`config.mk`:
```
export PLATFORM = sky130hd
export DESIGN_NAME = fu_lsu_pipe
export DESIGN_NICKNAME = d
export VERILOG_FILES = /design/src/rtl/fu_lsu_pipe.sv
export SDC_FILE = /design/constraint.sdc
export NUM_CORES = 1
export LEC_CHECK = 0
export CORE_AREA = 2 2 160 193
export CTS_BUF_LIST = sky130_fd_sc_hd__clkbuf_16
export CTS_CLUSTER_DIAMETER = 60
export DETAILED_ROUTE_END_ITERATION = 16
export DIE_AREA = 0 0 162 195
export PLACE_DENSITY = 0.88
export SETUP_SLACK_MARGIN = 0.5
export SYNTH_ARGS = -nofsm -noshare
export SYNTH_HDL_FRONTEND = slang
export SYNTH_SLANG_ARGS = --single-unit
export TNS_END_PERCENT = 30
```
`constraint.sdc`:
```
create_clock -name clk -period 11.73 [get_ports clk]
set_input_delay 1.7595 -clock clk [delete_from_list [all_inputs] [get_ports clk]]
set_output_delay 1.7595 -clock clk [all_outputs]
set_load 0.02 [all_outputs]
```
`src/rtl/fu_lsu_pipe.sv`:
```
// Load/store functional unit: one EX slot computing vaddr = base + imm, a req/gnt memory
// port, and an in-order tracker of up to OUTSTANDING requests driving writeback/commit.
module fu_lsu_pipe #(
    parameter int unsigned OUTSTANDING   = 2,
    parameter int unsigned CHECK_ALIGN   = 1,
    parameter int unsigned INST_STATE_WD = 40,
    parameter int unsigned IMM_LSB       = 0,
    parameter int unsigned WE_BIT        = 32
) (
    input  logic                     clk,
    input  logic                     rst,
    input  logic                     flush,
    input  logic                     issue_valid,
    output logic                     issue_ready,
    input  logic [11:0]              op,
    input  logic [INST_STATE_WD-1:0] inst_status,
    input  logic [31:0]              rdata1,
    input  logic [31:0]              rdata2,
    output logic                     mem_req,
    input  logic                     mem_gnt,
    output logic [3:0]               mem_wen,
    output logic [31:0]              mem_addr,
    output logic [31:0]              mem_wdata,
    input  logic                     mem_rvalid,
    input  logic [31:0]              mem_rdata,
    output logic                     cb_we,
    output logic                     rf_we,
    output logic [31:0]              wdata,
    output logic [INST_STATE_WD-1:0] wb_status,
    output logic                     excp,
    output logic [31:0]              excp_badvaddr
);

    localparam int unsigned PW = (OUTSTANDING > 1) ? $clog2(OUTSTANDING) : 1;
    localparam int unsigned CW = $clog2(OUTSTANDING + 1);
    localparam logic [CW-1:0] DEPTH = CW'(OUTSTANDING);
    localparam logic [PW-1:0] LAST  = PW'(OUTSTANDING - 1);

    function automatic logic [PW-1:0] ptr_inc(input logic [PW-1:0] p);
        return (p == LAST) ? '0 : p + 1'b1;
    endfunction

    // EX stage registers
    logic                     ex_valid;
    logic [7:0]               ex_op;
    logic [INST_STATE_WD-1:0] ex_status;
    logic [31:0]              ex_base;
    logic [31:0]              ex_data;

    // Tracker storage
    logic [INST_STATE_WD-1:0] trk_status [OUTSTANDING];
    logic [7:0]               trk_op     [OUTSTANDING];
    logic [3:0]               trk_sel    [OUTSTANDING];
    logic [31:0]              trk_vaddr  [OUTSTANDING];
    logic                     trk_exc    [OUTSTANDING];
    logic                     trk_killed [OUTSTANDING];
    logic [PW-1:0]            wr_ptr, rd_ptr;
    logic [CW-1:0]            count;

    logic        unused_op_hi;
    logic [31:0] vaddr;
    logic        is_byte, is_half, is_word, is_store;
    logic [3:0]  sel;
    logic        misaligned;
    logic [31:0] st_data;
    logic        not_full, push, pop, complete;
    logic        head_valid, head_exc;

    assign unused_op_hi = ^op[11:8];

    assign vaddr    = ex_base + ex_status[IMM_LSB +: 32];
    assign is_byte  = ex_op[7] | ex_op[6] | ex_op[2];
    assign is_half  = ex_op[5] | ex_op[4] | ex_op[1];
    assign is_word  = ex_op[3] | ex_op[0];
    assign is_store = |ex_op[2:0];

    always_comb begin
        sel = 4'b0000;
        if (is_byte)      sel = 4'b0001 << vaddr[1:0];
        else if (is_half) sel = vaddr[1] ? 4'b1100 : 4'b0011;
        else if (is_word) sel = 4'b1111;
    end

    assign misaligned = (CHECK_ALIGN != 0) &&
                        ((is_half && vaddr[0]) || (is_word && (vaddr[1:0] != 2'b00)));

    always_comb begin
        st_data = '0;
        if (ex_op[2])      st_data = {4{ex_data[7:0]}};
        else if (ex_op[1]) st_data = {2{ex_data[15:0]}};
        else if (ex_op[0]) st_data = ex_data;
    end

    // Misaligned ops bypass the port but still take a tracker slot so completions stay in order.
    assign not_full    = (count < DEPTH);
    assign mem_req     = ex_valid && !misaligned && not_full && !flush;
    assign push        = ex_valid && !flush && not_full && (misaligned || mem_gnt);
    assign issue_ready = !ex_valid || push;

    assign mem_addr  = ex_valid ? vaddr : '0;
    assign mem_wen   = (ex_valid && is_store) ? sel : 4'b0000;
    assign mem_wdata = ex_valid ? st_data : '0;

    assign head_valid = (count != '0);
    assign head_exc   = trk_exc[rd_ptr];
    assign pop        = head_valid && (head_exc || mem_rvalid);
    assign complete   = pop && !trk_killed[rd_ptr] && !flush;

    always_ff @(posedge clk or posedge rst) begin
        if (rst) begin
            ex_valid  <= 1'b0;
            ex_op     <= '0;
            ex_status <= '0;
            ex_base   <= '0;
            ex_data   <= '0;
        end else if (flush) begin
            ex_valid <= 1'b0;
        end else if (issue_valid && issue_ready) begin
            ex_valid  <= 1'b1;
            ex_op     <= op[7:0];
            ex_status <= inst_status;
            ex_base   <= rdata1;
            ex_data   <= rdata2;
        end else if (push) begin
            ex_valid <= 1'b0;
        end
    end

    always_ff @(posedge clk or posedge rst) begin
        if (rst) begin
            wr_ptr <= '0;
            rd_ptr <= '0;
            count  <= '0;
            for (int unsigned i = 0; i < OUTSTANDING; i++) begin
                trk_status[i] <= '0;
                trk_op[i]     <= '0;
                trk_sel[i]    <= '0;
                trk_vaddr[i]  <= '0;
                trk_exc[i]    <= 1'b0;
                trk_killed[i] <= 1'b0;
            end
        end else begin
            if (flush) begin
                for (int unsigned i = 0; i < OUTSTANDING; i++) trk_killed[i] <= 1'b1;
            end
            if (push) begin
                trk_status[wr_ptr] <= ex_status;
                trk_op[wr_ptr]     <= ex_op;
                trk_sel[wr_ptr]    <= sel;
                trk_vaddr[wr_ptr]  <= vaddr;
                trk_exc[wr_ptr]    <= misaligned;
                trk_killed[wr_ptr] <= 1'b0;
                wr_ptr             <= ptr_inc(wr_ptr);
            end
            if (pop) rd_ptr <= ptr_inc(rd_ptr);
            if (push && !pop)      count <= count + 1'b1;
            else if (pop && !push) count <= count - 1'b1;
        end
    end

    // Load extension from the head entry's stored sel and op
    logic [7:0]               h_op;
    logic [3:0]               h_sel;
    logic [INST_STATE_WD-1:0] h_status;
    logic [7:0]               h_byte;
    logic [15:0]              h_half;
    logic [31:0]              ld_data;

    assign h_op     = trk_op[rd_ptr];
    assign h_sel    = trk_sel[rd_ptr];
    assign h_status = trk_status[rd_ptr];

    always_comb begin
        if (h_sel[3])      h_byte = mem_rdata[31:24];
        else if (h_sel[2]) h_byte = mem_rdata[23:16];
        else if (h_sel[1]) h_byte = mem_rdata[15:8];
        else               h_byte = mem_rdata[7:0];
        h_half = h_sel[2] ? mem_rdata[31:16] : mem_rdata[15:0];
        ld_data = '0;
        if (h_op[7])      ld_data = {{24{h_byte[7]}}, h_byte};
        else if (h_op[6]) ld_data = {24'b0, h_byte};
        else if (h_op[5]) ld_data = {{16{h_half[15]}}, h_half};
        else if (h_op[4]) ld_data = {16'b0, h_half};
        else if (h_op[3]) ld_data = mem_rdata;
    end

    assign cb_we         = complete;
    assign excp          = complete && head_exc;
    assign excp_badvaddr = (complete && head_exc) ? trk_vaddr[rd_ptr] : '0;
    assign rf_we         = complete && !head_exc && (|h_op[7:3]) && h_status[WE_BIT];
    assign wdata         = (complete && !head_exc) ? ld_data : '0;
    assign wb_status     = complete ? h_status : '0;

    a_rvalid_has_head: assert property (@(posedge clk) disable iff (rst)
        mem_rvalid |-> (head_valid && !head_exc));

endmodule

```
==> load_flow_metrics.sql <==
INSERT INTO impl_metrics (metric_group, metric, value, unit) VALUES
('die', 'die-area', '31600', 'um^2'),
('clock_network', 'clock_insertion_delay_worst_skew', '0.55', 'ns'),
('layout', 'final-instance-count-excl-fill', '2320', ''),
('power', 'power_leakage', '8.77', 'nW'),
('power', 'p_per_area', '229', 'nW/um^2'),
('min_path', 'min_delay_path_depth', '2', ''),
('detailed_routing', 'routed_via_density', '5.73', ''),
('worst_setup_path', 'cp_data_arrival_time', '5.29', 'ns'),
('detailed_routing', 'wire_per_inst', '19.4', 'um'),
('placement', 'post-place-cells', '2260', ''),
('synthesis', 'yosysWarningCount', '0', ''),
('layout', 'finalNetCount', '2089', ''),
('timing', 'timing.final.setup_violations', '0', ''),
('clock_network', 'clock_sink_count', '281', ''),
('power', 'max_vdd_drop', '0.137', 'mV'),
('clock_network', 'cts_post_setup_buffers_inserted', '0', ''),
('timing', 'timing_worst_slew_pin_value', '1.46', 'ns'),
('grt', 'gr-total-overflow', '0', ''),
('clock_network', 'cts_buffer_depth', '3', ''),
('synthesis', 'asyncSetResetFlopFracSynth', '1.00', ''),
('synthesis', 'synth_fp_nets', '1822', ''),
('die', 'start_util', '0.507', ''),
('die', 'design.core.area', '29500', 'um^2'),
('die', 'dieHeight', '195', 'um'),
('worst_setup_path', 'criticalPathCategory', 'in2out', ''),
('grt', 'grtUsageTotal', '0.280', ''),
('worst_setup_path', 'crit_path_start_kind', 'input port', ''),
('placement', 'place_congestion', '0.937', ''),
('synthesis', 'netlist_area', '15000', 'um^2'),
('synthesis', 'synthesis.instances', '1635', ''),
('min_path', 'min-delay-start', 'trk_status[25]$_DFFE_PP0P_', ''),
('min_path', 'hold_end', 'trk_status[25]$_DFFE_PP0P_', ''),
('die', 'boundaryPins', '331', ''),
('run_status', 'status', 'finished clean', ''),
('clock_network', 'tritoncts', 'yes', ''),
('synthesis', 'synth_enable_flop_cells', '0', ''),
('synthesis', 'dominantRegCellSynth', 'dfrtp_1', ''),
('worst_setup_path', 'rr_worst_depth', '13', ''),
('grt', 'wire_length_of_the_first_global_routing_pass', '71100', 'um'),
('layout', 'fraction_of_final_layout_cells_sized_beyond_drive_strength_1', '0.0742', ''),
('worst_setup_path', 'rr_startpoint', 'ex_status[0]$_DFFE_PP0P_', ''),
('detailed_routing', 'drt_first_pass_iters', '6', ''),
('timing', 'fin_crit', '7.04', 'ns'),
('flow_run', 'cap_viol_max_count', '0', ''),
('grt', 'vias_in_the_first_global_route', '13396', ''),
('timing', 'max_clock_freq', '142', 'MHz'),
('grt', 'grt_util_met1', '0.327', ''),
('die', 'chipWidth', '162', 'um'),
('clock_network', 'cts-resized-gates', '0', ''),
('grt', 'grt_util_met2', '0.492', ''),
('detailed_routing', 'drt_iter0_markers', '975', ''),
('clock_network', 'post_cts_hold_buffer_count', '0', ''),
('clock_network', 'clk_pin_slew', '0.06', 'ns'),
('grt', 'gr-max-usage-layer', 'met2', ''),
('detailed_routing', 'remaining_drc_errors', '0', ''),
('timing', 'final.period_utilization', '0.601', ''),
('detailed_routing', 'routed_wl', '45000', 'um'),
('timing', 'slew_headroom', '0.0237', ''),
('grt', 'gr-usage-met3', '0.0463', ''),
('timing', 'finalHoldViolations', '0', ''),
('synthesis', 'synthesis.area_per_instance', '9.16', 'um^2'),
('timing', 'finClkSkew', '0.0126', 'ns'),
('worst_setup_path', 'data_required_time_of_the_worst_path', '9.97', 'ns'),
('clock_network', 'cts_inserted_buffers', '30', ''),
('detailed_routing', 'vias_after_detailed_routing', '13295', ''),
('detailed_routing', 'detail-route-antenna-nets', '0', ''),
('worst_setup_path', 'crit_fanout', '41', ''),
('grt', 'grt_start_max_net_pins', '143', ''),
('die', 'rows', '69', ''),
('layout', 'final_design_area_no_fill', '19400', 'um^2'),
('clock_network', 'ctsHtreeMaxLevel', '1', '');
## sequential cells by signal, summed over array words and instances, names as in the netlist, 6 cells and up
register and count:
ex_base 32, ex_data 32, trk_op 10, ex_op 8, trk_vaddr 64, ex_status 40, trk_sel 6, trk_status 80
## cell usage in the layout (no fill, tap or decap), types with 14 or more instances in the layout
cell type,Yosys,layout
mux2_1,44,44
xor2_1,14,14
clkdlybuf4s50_1,0,326
nand2_1,411,409
clkbuf_16,0,31
xnor2_1,16,16
nor2_1,175,173
a211oi_1,20,20
inv_1,15,17
nor3_1,19,19
dfrtp_1,281,280
o21ai_0,93,93
a21o_1,30,30
mux2_2,69,69
mux2i_1,98,98
ha_1,32,32
a21oi_1,89,89
## worst max path at each step
stage                     startpoint                   end  slack, ns  cells after the start
after floorplan                  rst  count[0]$_DFFE_PP0P_       2.22                      1
after global placement         flush              wdata[2]       4.80                      6
after detailed placement       flush              wdata[6]       4.76                      6
after CTS                 mem_rvalid              wdata[6]       4.76                      7
after global routing      mem_rvalid              wdata[0]       4.48                      7
final                     mem_rvalid              wdata[6]       4.69                      7
## critical path, stage by stage
cell	delay, ns
clkdlybuf4s50_1	0.46
o22ai_1	0.13
or3_2	0.93
inv_1	0.25
nand2_1	0.63
nor3_1	0.45
clkdlybuf4s50_1	0.67
## synthesized netlist by cell type (3+ instances only)
master    instances  share of area
a21o_1           30          0.015
and3_1            5         0.0021
a31oi_1           4         0.0017
clkbuf_1         66          0.017
xnor2_1          16         0.0094
buf_1            13         0.0033
mux2_1           44          0.033
or3_1             4         0.0017
o22ai_1           3         0.0013
a22o_1            9         0.0053
nand3_1           7         0.0023
mux2_2           69          0.052
nor2_1          175          0.044
ha_1             32          0.027
nor3_1           19         0.0063
a211oi_1         20          0.010
buf_4             5         0.0025
dfrtp_1         281           0.47
xor2_1           14         0.0082
nand2b_1          8         0.0033
mux2i_1          98          0.065
o21a_1            6         0.0030
o211ai_1          5         0.0025
o21ai_1           3         0.0010
and2_1           12         0.0050
nand2_1         411           0.10
nor2b_1           3         0.0013
a21oi_1          89          0.030
o21ai_0          93          0.031
buf_2            18         0.0060
nand4_1           3         0.0013
a221oi_1          8         0.0047
o31ai_1           7         0.0035
inv_1            15         0.0038
o31a_1            3         0.0018
## cell type report
class / count / area (um^2)
diodes: 4 / 10.0
clock buffers: 31 / 776
clock inverters: 25 / 209
fillers: 2291 / 10100
inverters: 17 / 71.3
multi-input cells: 1234 / 7480
flip-flops and latches: 281 / 7040
well taps: 390 / 488
repair buffers: 338 / 3350
## layer usage
layer	share of wire	wire, um	vias to the layer above
met5	0.00036	16	-
met3	0.075	3370	153
met4	0.057	2570	2
met1	0.37	16600	6369
li1	-	-	6117
met2	0.50	22400	654
## where the power goes
part           switching (mW)  internal [mW]
Combinational            1.13          0.799
Clock                   0.395          0.546
Sequential              0.262           1.31
## cells by family (layout without fill, tap and decap cells)
group | after synthesis | count (layout) | share of synthesized area
other cells | 0 | 4 | 0
mux | 212 | 212 | 0.151
xor+xnor | 30 | 30 | 0.0175
compound gates | 300 | 300 | 0.124
flops | 281 | 281 | 0.469
simple gates | 659 | 659 | 0.176
buf+inv | 120 | 411 | 0.0333
fa+ha+maj | 33 | 33 | 0.0281
## through the flow
stage / utilization / total power, mW / hold slack (ns) / setup slack, ns
after global placement: 0.624 / 3.38 / 0.455 / 4.80
after detailed placement: 0.624 / 3.47 / 0.462 / 4.76
after CTS: 0.658 / 4.43 / 0.477 / 4.76
final: 0.658 / 4.44 / 0.475 / 4.69
after global routing: 0.658 / 4.72 / 0.490 / 4.48
after floorplan: - / 2.87 / 0.440 / 2.22
Power figures use the tool's default switching activity.
